==> config.mk <==
export PLATFORM = sky130hd
export DESIGN_NAME = pacman_sprite_drawer_flat
export DESIGN_NICKNAME = d
export VERILOG_FILES = /design/src/rtl/pacman_sprite_drawer_if.sv /design/src/rtl/pacman_sprite_drawer.sv /design/src/flat_wrapper.sv
export SDC_FILE = /design/constraint.sdc
export NUM_CORES = 1
export LEC_CHECK = 0
export ABC_AREA = 1
export BUFFER_PORTS_ARGS = -buffer_cell sky130_fd_sc_hd__clkbuf_2
export CAP_MARGIN = 20
export CORE_UTILIZATION = 45
export DETAILED_ROUTE_END_ITERATION = 10
export HOLD_SLACK_MARGIN = 0.08
export PLACE_DENSITY_LB_ADDON = 0.3
export SLEW_MARGIN = 20
export SYNTH_ARGS = -nofsm -noshare
export SYNTH_HDL_FRONTEND = slang
export SYNTH_SLANG_ARGS = --single-unit
==> constraint.sdc <==
create_clock -name clk -period 2.9 [get_ports clk]
set_input_delay 0.58 -clock clk [delete_from_list [all_inputs] [get_ports clk]]
set_output_delay 0.58 -clock clk [all_outputs]
set_load 0.02 [all_outputs]
==> src/rtl/pacman_sprite_drawer_if.sv <==
// Sprite position request channel: one position/facing per frame handed from
// the game logic (master) to the sprite drawer (slave) via valid/ready.
interface pacman_sprite_drawer_if;
    logic [9:0] pos_x;
    logic [9:0] pos_y;
    logic       dir_left;
    logic       pos_valid;
    logic       pos_ready;

    modport master (
        output pos_x,
        output pos_y,
        output dir_left,
        output pos_valid,
        input  pos_ready
    );

    modport slave (
        input  pos_x,
        input  pos_y,
        input  dir_left,
        input  pos_valid,
        output pos_ready
    );
endinterface

==> src/rtl/pacman_sprite_drawer.sv <==
// pacman_sprite_drawer: converts the VGA scan position into sprite ROM
// row/column addresses and composites the ROM color over the background,
// treating TRANSP as see-through. The pipeline is 3 clocks deep with no
// bubbles. A new sprite position is accepted once per frame and only becomes
// active at the first non-visible line, so the sprite never tears.
// Optional feature macro: SPRITE_MIRROR_EN (horizontal flip when facing left).
module pacman_sprite_drawer #(
    parameter int          SPRITE_W = 10,
    parameter int          SPRITE_H = 10,
    parameter int          V_ACTIVE = 480,
    parameter logic [9:0]  RESET_X  = 10'd0,
    parameter logic [9:0]  RESET_Y  = 10'd0,
    parameter logic [11:0] TRANSP   = 12'h000
) (
    input  logic                          clk,
    input  logic                          reset,
    input  logic [9:0]                    x,
    input  logic [9:0]                    y,
    input  logic                          video_on,
    input  logic [11:0]                   bg_rgb,
    pacman_sprite_drawer_if.slave         pos_if,
    output logic [3:0]                    rom_row,
    output logic [3:0]                    rom_col,
    input  logic [11:0]                   color_data,
    output logic [11:0]                   rgb_out
);

    localparam logic [0:0]  S_IDLE = 1'b0;
    localparam logic [0:0]  S_PEND = 1'b1;

    localparam logic [10:0] SPRITE_W_C = 11'(SPRITE_W);
    localparam logic [10:0] SPRITE_H_C = 11'(SPRITE_H);
    localparam logic [9:0]  V_ACTIVE_C = 10'(V_ACTIVE);
`ifdef SPRITE_MIRROR_EN
    localparam logic [3:0]  MIRROR_BASE_C = 4'(SPRITE_W - 1);
`endif

    // Position handshake and active/pending sprite position state.
    logic [0:0]  state_r;
    logic        pos_ready_r;
    logic [9:0]  pend_x_r;
    logic [9:0]  pend_y_r;
    logic        pend_left_r;
    logic [9:0]  act_x_r;
    logic [9:0]  act_y_r;
    logic        act_left_r;

    // Stage-0 combinational hit test results.
    logic [10:0] ax_s;
    logic [10:0] ay_s;
    logic [10:0] px_s;
    logic [10:0] py_s;
    logic [10:0] dx_s;
    logic [10:0] dy_s;
    logic        hit_s;
    logic        commit_pt_s;
    logic [3:0]  row_nxt_s;
    logic [3:0]  col_nxt_s;

    // Pipeline side-band registers.
    logic        hit1_r;
    logic        von1_r;
    logic [11:0] bg1_r;
    logic        hit2_r;
    logic        von2_r;
    logic [11:0] bg2_r;
    logic [3:0]  rom_row_r;
    logic [3:0]  rom_col_r;
    logic [11:0] rgb_out_r;

    // Upper difference bits never address the ROM; facing is unused without mirroring.
    logic        unused_bits_s;
    assign unused_bits_s = &{1'b0, dx_s[10:4], dy_s[10:4], act_left_r};

    assign commit_pt_s = (x == 10'd0) && (y == V_ACTIVE_C);

    // Position FSM: capture a request while idle, commit it at vblank start.
    always_ff @(posedge clk) begin
        if (reset) begin
            state_r     <= S_IDLE;
            pos_ready_r <= 1'b1;
            pend_x_r    <= 10'd0;
            pend_y_r    <= 10'd0;
            pend_left_r <= 1'b0;
            act_x_r     <= RESET_X;
            act_y_r     <= RESET_Y;
            act_left_r  <= 1'b0;
        end else begin
            case (state_r)
                S_IDLE: begin
                    if (pos_if.pos_valid) begin
                        pend_x_r    <= pos_if.pos_x;
                        pend_y_r    <= pos_if.pos_y;
                        pend_left_r <= pos_if.dir_left;
                        state_r     <= S_PEND;
                        pos_ready_r <= 1'b0;
                    end
                end
                S_PEND: begin
                    if (commit_pt_s) begin
                        act_x_r     <= pend_x_r;
                        act_y_r     <= pend_y_r;
                        act_left_r  <= pend_left_r;
                        state_r     <= S_IDLE;
                        pos_ready_r <= 1'b1;
                    end
                end
                default: begin
                    state_r     <= S_IDLE;
                    pos_ready_r <= 1'b1;
                end
            endcase
        end
    end

    // Stage 0: 11-bit hit test so a sprite near the right/bottom edge never wraps.
    always_comb begin
        ax_s  = {1'b0, act_x_r};
        ay_s  = {1'b0, act_y_r};
        px_s  = {1'b0, x};
        py_s  = {1'b0, y};
        dx_s  = px_s - ax_s;
        dy_s  = py_s - ay_s;
        hit_s = video_on
              && (px_s >= ax_s) && (px_s < (ax_s + SPRITE_W_C))
              && (py_s >= ay_s) && (py_s < (ay_s + SPRITE_H_C));
    end

    // Stage 0: ROM address selection, including the optional horizontal flip.
    always_comb begin
        row_nxt_s = 4'd0;
        col_nxt_s = 4'd0;
        if (hit_s) begin
            row_nxt_s = dy_s[3:0];
`ifdef SPRITE_MIRROR_EN
            if (act_left_r) begin
                col_nxt_s = MIRROR_BASE_C - dx_s[3:0];
            end else begin
                col_nxt_s = dx_s[3:0];
            end
`else
            col_nxt_s = dx_s[3:0];
`endif
        end else begin
            row_nxt_s = 4'd0;
            col_nxt_s = 4'd0;
        end
    end

    // Stage 1: register ROM address and delay hit/video_on/background alongside.
    always_ff @(posedge clk) begin
        if (reset) begin
            rom_row_r <= 4'd0;
            rom_col_r <= 4'd0;
            hit1_r    <= 1'b0;
            von1_r    <= 1'b0;
            bg1_r     <= 12'h000;
        end else begin
            rom_row_r <= row_nxt_s;
            rom_col_r <= col_nxt_s;
            hit1_r    <= hit_s;
            von1_r    <= video_on;
            bg1_r     <= bg_rgb;
        end
    end

    // Stage 2: wait out the ROM's registered read so side-band meets color_data.
    always_ff @(posedge clk) begin
        if (reset) begin
            hit2_r <= 1'b0;
            von2_r <= 1'b0;
            bg2_r  <= 12'h000;
        end else begin
            hit2_r <= hit1_r;
            von2_r <= von1_r;
            bg2_r  <= bg1_r;
        end
    end

    // Stage 3: blank outside the visible area, else sprite over background.
    always_ff @(posedge clk) begin
        if (reset) begin
            rgb_out_r <= 12'h000;
        end else if (!von2_r) begin
            rgb_out_r <= 12'h000;
        end else if (hit2_r && (color_data != TRANSP)) begin
            rgb_out_r <= color_data;
        end else begin
            rgb_out_r <= bg2_r;
        end
    end

    assign pos_if.pos_ready = pos_ready_r;
    assign rom_row          = rom_row_r;
    assign rom_col          = rom_col_r;
    assign rgb_out          = rgb_out_r;

endmodule
==> src/flat_wrapper.sv <==
// flat-port wrapper written by rule: the top's interface ports become plain ports
module pacman_sprite_drawer_flat 
#(
    parameter int          SPRITE_W = 10,
    parameter int          SPRITE_H = 10,
    parameter int          V_ACTIVE = 480,
    parameter logic [9:0]  RESET_X  = 10'd0,
    parameter logic [9:0]  RESET_Y  = 10'd0,
    parameter logic [11:0] TRANSP   = 12'h000
)
  (clk, reset, x, y, video_on, bg_rgb, rom_row, rom_col, color_data, rgb_out, pos_if_pos_x, pos_if_pos_y, pos_if_dir_left, pos_if_pos_valid, pos_if_pos_ready);
  pacman_sprite_drawer_if pos_if_i ();
  input  logic clk;
  input  logic reset;
  input  logic [9:0] x;
  input  logic [9:0] y;
  input  logic video_on;
  input  logic [11:0] bg_rgb;
  output logic [3:0] rom_row;
  output logic [3:0] rom_col;
  input  logic [11:0] color_data;
  output logic [11:0] rgb_out;
  input wire logic [$bits(pos_if_i.pos_x)-1:0] pos_if_pos_x;
  input wire logic [$bits(pos_if_i.pos_y)-1:0] pos_if_pos_y;
  input wire logic [$bits(pos_if_i.dir_left)-1:0] pos_if_dir_left;
  input wire logic [$bits(pos_if_i.pos_valid)-1:0] pos_if_pos_valid;
  output wire logic [$bits(pos_if_i.pos_ready)-1:0] pos_if_pos_ready;
  assign pos_if_i.pos_x = pos_if_pos_x;
  assign pos_if_i.pos_y = pos_if_pos_y;
  assign pos_if_i.dir_left = pos_if_dir_left;
  assign pos_if_i.pos_valid = pos_if_pos_valid;
  assign pos_if_pos_ready = pos_if_i.pos_ready;
  pacman_sprite_drawer #(.SPRITE_W(SPRITE_W), .SPRITE_H(SPRITE_H), .V_ACTIVE(V_ACTIVE), .RESET_X(RESET_X), .RESET_Y(RESET_Y), .TRANSP(TRANSP)) u_core (.clk(clk), .reset(reset), .x(x), .y(y), .video_on(video_on), .bg_rgb(bg_rgb), .pos_if(pos_if_i), .rom_row(rom_row), .rom_col(rom_col), .color_data(color_data), .rgb_out(rgb_out));
endmodule
==> results of run 1 <==
[power by group through the flow]
stage,clock (mW),sequential (mW),combinational (mW)
5_1_grt,0.900,1.30,0.274
3_5_place_dp,0,1.32,0.238
2_1_floorplan,0,1.32,0.143
4_1_cts,0.840,1.29,0.240
6_report,0.813,1.29,0.237
3_3_place_gp,0,1.32,0.231
[state kept, by name, indices dropped and copies added (netlist names)]
| register | cells |
|---|---|
| u_core.rom_col | 4 |
| u_core.von1_r | 1 |
| u_core.act_x_r | 10 |
| u_core.bg2_r | 12 |
| u_core.rom_row | 4 |
| u_core.von2_r | 1 |
| u_core.pend_x_r | 10 |
| u_core.pend_y_r | 10 |
| u_core.rgb_out | 12 |
| u_core.hit1_r | 1 |
| u_core.pos_if.pos_ready | 1 |
| u_core.act_y_r | 10 |
| u_core.hit2_r | 1 |
| u_core.bg1_r | 12 |
| u_core.state_r | 1 |
[cells by family after synthesis]
| family | after synthesis | share of synthesized area |
|---|---|---|
| buf+inv | 93 | 0.08069 |
| xor+xnor | 18 | 0.03593 |
| flops | 90 | 0.4106 |
| fa+ha+maj | 42 | 0.1232 |
| compound gates | 55 | 0.06473 |
| simple gates | 289 | 0.2849 |
[per-stage QoR]
| stage | hold slack (ns) | total power [mW] | cell area (um2) | cells |
|---|---|---|---|---|
| after floorplan | 0.3883 | 1.464 | 4388 | 587 |
| after global placement | 0.3911 | 1.552 | 4951 | 791 |
| after detailed placement | 0.3928 | 1.560 | 4951 | 791 |
| after CTS | 0.3812 | 2.373 | 5147 | 807 |
| after global routing | 0.3947 | 2.473 | 5147 | 807 |
| final | 0.3956 | 2.344 | 5147 | 807 |
[per-layer routing]
metal,GRT usage,share of wire
met4,0.07915,0.022
met5,0,0
met3,0.03745,0.048
met2,0.3003,0.44
met1,0.2415,0.49
[cell type report]
| type | count | area share |
|---|---|---|
| Clock buffer | 9 | 0.02406 |
| Clock inverter | 7 | 0.01410 |
| Inverter | 76 | 0.05542 |
| Multi-Input combinational cell | 404 | 0.4336 |
| Sequential cell | 90 | 0.3500 |
| Tap cell | 129 | 0.03136 |
| Timing Repair Buffer | 92 | 0.09140 |
[placed cells by master (no fill, tap or decap), types with 2 or more instances in the layout]
cell type  count
nor2_2         2
fa_1           2
clkbuf_8       9
a21oi_1       18
nand4_1        4
ha_1          40
dfxtp_1       90
nand3b_1       2
inv_1         75
clkinv_4       2
nor3_1         4
buf_4          4
nor3_2         8
nand2_2        3
nand3_1       10
xor2_1        18
inv_8          2
o21ai_0       34
nand2_1      102
nor4_1         6
nor2_1       143
clkbuf_2      88
[critical path: cells and delay by family, from the launching register on]
family	cells	cell delay, ns
flops	1	0.45
simple gates	8	1.05
compound gates	1	0.13
fa+ha+maj	2	0.49
xor+xnor	1	0.18
[worst paths after layout]
kind / from / to / cells past startpoint
max: u_core.act_y_r[1] / u_core.rom_col[3] / 12
max reg2reg: u_core.act_y_r[1] / u_core.rom_col[3] / 12
min reg2reg: u_core.bg1_r[2] / u_core.bg2_r[2] / 2
min: u_core.bg1_r[2] / u_core.bg2_r[2] / 2
==> flow_summary_export.csv, run 1 <==
group,metric,value,unit
status,outcome,"complete, no violations",
die,die-height,100.7,um
power_and_ir_drop,ir_worst_vdd,0.2119,mV
clocking,clock_sinks,90,
worst_hold_path,hold_path.class,"reg -> reg",
grt,grt_max_degree,43,
detailed_routing,via_count,3629,
place,place_ws,0.5651,ns
timing,setup_viol,0,
clocking,cts_max_path_buffers,2,
clocking,clkTransAtPathRegs,0.10,ns
timing,max_clock_freq,423.0,MHz
synthesis,synth_common_cells,"143 x nor2_1, 102 x nand2_1, 90 x dfxtp_1, 75 x inv_1, 40 x ha_1",
synthesis,synth.distinct_cells,29,
power_and_ir_drop,power_frac_clock,0.347,
synthesis,yosysTopAreaCellShare,0.4106,
grt,grt_pass1_vias,3430,
power_and_ir_drop,p_seq_frac,0.552,
detailed_routing,drc,0,
grt,antenna_found_initial,0,
synthesis,syn_nets,698,
power_and_ir_drop,p_switching,0.6310,mW
power_and_ir_drop,power.internal,1.713,mW
final_layout,seqCellArea,0.001802,mm2
synthesis,ys_warn_count,0,
timing,fin_crit,2.364,ns
synthesis,syn_avg_cell_area,7.475,um2
place,place_congestion,0.9164,
clocking,numCtsBuffers,9,
timing,rsz0062_at_grt,"false",
die,rows,35,
synthesis,syn_inst,587,
grt,grt_pass1_wl,14.93,mm
die,ios,90,
grt,grt.total_usage,0.1859,
final_layout,drive_gt1_frac,0.1888,
worst_setup_path,path_class,"reg -> reg",
timing,fin_worst_skew,0.01774,ns
final_layout,syn_to_final_growth,17.31,%
detailed_routing,antenna_left,0,
detailed_routing,postRouteWirelength,8.899,mm
clocking,post_cts_resize_count,0,
synthesis,ys.flop_type,"dfxtp_1",
synthesis,yosys-top-cells-area,"dfxtp_1 41%, nor2_1 12%, ha_1 11%",
worst_setup_path,crit_chain,"ha_1 -> o21ai_0 -> nor2_1 -> nand2_1 -> nor3_1 -> xor2_1 -> ha_1 -> nand3_1 -> nor2_1 -> nor2_2 -> nand2_4 -> nor3_2",
worst_setup_path,worst_setup_path_start_kind,"flip-flop",
power_and_ir_drop,p_per_area,455.3,mW/mm2
timing,drv_slew,0,
die,dieWidth,100.7,um
synthesis,synth-edff-count,0,
die,initial_core_util,0.4704,
timing,slew_headroom,0.6295,
detailed_routing,drt_iter0_drc,96,
synthesis,synth_most_common_cell,"nor2_1",
clocking,clk_latency,0.36,ns
die,dieArea,0.01015,mm2
worst_setup_path,worstPathArrival,2.65,ns
grt,grt.overflow.total,0,
final_layout,fillers,890,
clocking,cts_max_level,3,
synthesis,synthArstFlopShare,0,
detailed_routing,first_pass_iters,4,
timing,tns,0,ns
worst_setup_path,slowest_stage,"dfxtp_1",
job,maxCapViolations,0,
timing,fin_ws,0.5359,ns
place,dp_hpwl,7.006,mm
synthesis,ys_seq_elements,90,
timing,hold_viol,0,
final_layout,multi_input_area,0.002232,mm2
timing,post-route-period-util,0.8152,
final_layout,antennaDiodeCount,0,
clocking,clock-root-buffer,"clkbuf_8",
detailed_routing,post_drt_wl_per_cell,11.03,um
power_and_ir_drop,p_leak,2.647,nW
final_layout,final_core_utilization,0.5518,
synthesis,yosysTopAreaCell,"dfxtp_1",
worst_setup_path,cp.required,3.19,ns
worst_setup_path,worst-r2r-setup-slack,0.54,ns
die,core_area,0.009328,mm2
power_and_ir_drop,p_comb_frac,0.101,
worst_setup_path,slowest_delay,0.45,ns
clocking,postCtsSetupRepairBufs,0,
timing,worst_pin_slew,0.5551,ns
place,port_buffers,88,
power_and_ir_drop,p_sw_frac,0.2692,
clocking,tritoncts,"yes",
final_layout,nNetsFinal,784,
synthesis,ys_seq_area_frac,0.4106,
synthesis,netlist_area,0.004388,mm2
worst_setup_path,setup.worst_path.end_class,"flip-flop",
detailed_routing,via_per_inst,4.497,
clocking,cts_hold_buf,0,
worst_setup_path,worstPathMaxFanout,9,
(Power assumes the default switching activity.)
==> run 2: changes to the inputs <==
- ABC_AREA: 1 -> 0
- clock period: 2.9 -> 1.94 ns (I/O delays scaled with it)
==> run 2 against run 1 <==
The run now ends with setup timing left. Hold slack got worse by 0.16 ns. Non-clock buffer count rose by 54. Register-to-register slack got worse by 1.0 ns. Via count fell by 0.33%. First-iteration DRC count rose by 17%. Cell count fell by 12%. Area after synthesis fell by 4.3%. Utilization rose by 7.4 points. Combinational power rose by 70%.
==> flow_summary_export.csv, run 2 <==
group,metric,value,unit
status,outcome,"finished, violations left",
status,violations,"setup timing",
final_layout,fin_cells,714,
worst_setup_path,cp.required,2.20,ns
clocking,clkTransAtPathRegs,0.09,ns
die,rows,34,
final_layout,layout_commonest_cell,"clkbuf_2",
worst_setup_path,reg2reg_from,"u_core.act_y_r[6]",
synthesis,synth_top_family_by_area,"simple AND/OR/NAND/NOR gates",
place,dp_hpwl,7.109,mm
place,port_buffers,88,
synthesis,synth_simple_gate_area_frac,0.1988,
power_and_ir_drop,p_per_area,672.1,mW/mm2
worst_setup_path,worst-r2r-setup-slack,-0.47,ns
final_layout,fillers,754,
worst_setup_path,worstPathMaxFanout,5,
synthesis,ys_warn_count,0,
worst_setup_path,worst_setup_path_start_kind,"flip-flop",
job,maxCapViolations,0,
timing,drv_slew,0,
final_layout,antennaDiodeCount,0,
synthesis,syn_avg_cell_area,9.145,um2
worst_hold_path,min_from,"bg_rgb[8]",
worst_hold_path,hold_path.class,"in -> reg",
synthesis,ys_seq_area_frac,0.4292,
clocking,numCtsBuffers,9,
timing,fin_crit,2.415,ns
clocking,clock-root-buffer,"clkbuf_8",
die,core_area,0.008891,mm2
clocking,cts_hold_buf,0,
grt,grt_pass1_vias,3599,
final_layout,drive_gt1_frac,0.3234,
timing,rsz0062_at_grt,"true",
detailed_routing,postRouteWirelength,9.534,mm
worst_hold_path,worstHoldEndpoint,"u_core.bg1_r[8]",
timing,hold_viol,0,
power_and_ir_drop,ir_worst_vdd,0.6784,mV
synthesis,synth_compound_area_frac,0.1103,
grt,grt.total_usage,0.2078,
worst_setup_path,r2r-end,"u_core.rom_row[2]",
grt,grt.overflow.total,0,
power_and_ir_drop,p_leak,2.399,nW
worst_setup_path,setup.worst_path.end_class,"flip-flop",
die,dieWidth,98.59,um
place,dp.cells,689,
timing,max_clock_freq,414.2,MHz
timing,fin_worst_skew,0.01125,ns
detailed_routing,drc,0,
synthesis,synth-edff-count,0,
clocking,clock_sinks,90,
final_layout,nNetsFinal,712,
die,dieArea,0.009719,mm2
detailed_routing,drt_iter0_drc,112,
final_layout,syn_to_final_growth,32.61,%
synthesis,muxShareOfSynthArea,0.05246,
synthesis,yosys-top-cells-area,"dfxtp_1 43%, ha_1 12%, nand2_1 6.3%",
detailed_routing,via_count,3617,
timing,post-route-period-util,1.245,
final_layout,final_cell_mix,"88 x clkbuf_2, 85 x dfxtp_1, 70 x nand2_1, 56 x buf_4, 38 x ha_1",
synthesis,synthArstFlopShare,0,
synthesis,ys.flop_type,"dfxtp_1",
worst_setup_path,path_class,"reg -> reg",
grt,grt_pass1_wl,16.10,mm
synthesis,synth_xor_area_frac,0.03756,
timing,whs,0.2385,ns
worst_setup_path,reg2regPathDepth,11,
worst_setup_path,worstPathArrival,2.68,ns
clocking,tritoncts,"yes",
synthesis,synth_most_common_cell,"dfxtp_1",
clocking,clk_latency,0.36,ns
timing,worst_pin_slew,0.5152,ns
detailed_routing,first_pass_iters,4,
detailed_routing,post_drt_wl_per_cell,13.35,um
final_layout,final_core_utilization,0.6261,
synthesis,synth_common_cells,"90 x dfxtp_1, 70 x nand2_1, 40 x ha_1, 38 x a21oi_1, 30 x nor2b_1",
die,initial_core_util,0.4721,
grt,grt_max_degree,70,
timing,setup_viol,9,
grt,antenna_found_initial,0,
synthesis,netlist_area,0.004198,mm2
synthesis,syn_inst,459,
timing,fin_ws,-0.4746,ns
detailed_routing,antenna_left,0,
timing,slew_headroom,0.6558,
place,place_congestion,0.9340,
clocking,cts_max_level,3,
synthesis,synth.distinct_cells,44,
synthesis,yosysTopAreaCell,"dfxtp_1",
worst_hold_path,worstHoldPathCells,2,
synthesis,synthAdderAreaFrac,0.1288,
clocking,cts_max_path_buffers,2,
detailed_routing,via_per_inst,5.066,
synthesis,yosysTopAreaCellShare,0.4292,
synthesis,ys_seq_elements,90,
die,ios,90,
die,die-height,98.59,um
synthesis,syn_nets,570,
run 2: cells by family after synthesis:
kind of cell / Yosys count
AOI/OAI and AO/OA: 73
and+or+nand+nor: 170
buffers and inverters: 44
xor gates and xnor gates: 18
muxes: 22
DFF: 90
adders and majority gates: 42
run 2: how the worst max path moves through the flow:
| stage | start | to | slack, ns | cells after the start |
|---|---|---|---|---|
| after global placement | x[0] | u_core.rom_col[0] | -0.32 | 9 |
| after global routing | u_core.act_y_r[6] | u_core.rom_col[3] | -0.65 | 11 |
| after detailed placement | u_core.act_x_r[2] | u_core.rom_row[1] | -0.48 | 9 |
| final | u_core.act_y_r[6] | u_core.rom_row[2] | -0.47 | 11 |
| after floorplan | u_core.act_x_r[1] | u_core.rom_col[0] | -0.21 | 8 |
| after CTS | u_core.act_x_r[1] | u_core.rom_row[0] | -0.42 | 9 |
run 2: stage by stage:
step / power (mW) / setup TNS, ns / area [um2] / worst slack, ns
after global routing: 3.909 / -5.203 / 5567 / -0.6479
final: 3.741 / -3.893 / 5567 / -0.4746
after global placement: 2.316 / -5.563 / 5160 / -0.3151
after floorplan: 2.159 / -1.780 / 4255 / -0.2139
after detailed placement: 2.333 / -7.028 / 5160 / -0.4795
after CTS: 3.781 / -3.673 / 5508 / -0.4212
run 2: power breakdown:
group,switching [mW],internal [mW]
logic,0.216,0.186
clock network,0.668,0.751
registers,0.0215,1.90
total,0.905,2.84
run 2: what timing repair did:
action                     4_1_cts  5_1_grt
setup buffers                    4        3
pin swaps                        5        5
gates cloned                     2        0
resized for setup               15        7
setup endpoints to repair        9        9
run 2: metal layers:
layer / track usage / up-vias / part of all wire / routed length [um]
met5: 0 / - / 0 / 0
met4: 0.1091 / 0 / 0.032 / 301
met3: 0.04326 / 26 / 0.042 / 405
met2: 0.3629 / 95 / 0.49 / 4705
met1: 0.2400 / 1651 / 0.43 / 4121
li1: - / 1845 / - / -
run 2: worst max-delay path: stages (launching register included):
cell	delay [ns]
dfxtp_2	0.34
inv_2	0.05
nor3_4	0.19
nor3b_4	0.20
xnor2_1	0.14
ha_1	0.27
a211oi_2	0.19
o21ai_1	0.12
a221oi_2	0.32
buf_4	0.18
a21oi_4	0.05
nor4_2	0.27
run 2: cell type report:
cell class | count | area (um2) | share of cell area
clock buffer | 12 | 176.4 | 0.03169
multi-input combinational | 327 | 2387 | 0.4289
clock inverter | 4 | 55.05 | 0.009890
timing repair buffer | 146 | 900.9 | 0.1618
inverter | 27 | 101.3 | 0.01821
sequential | 90 | 1810 | 0.3252
tap | 108 | 135.1 | 0.02428
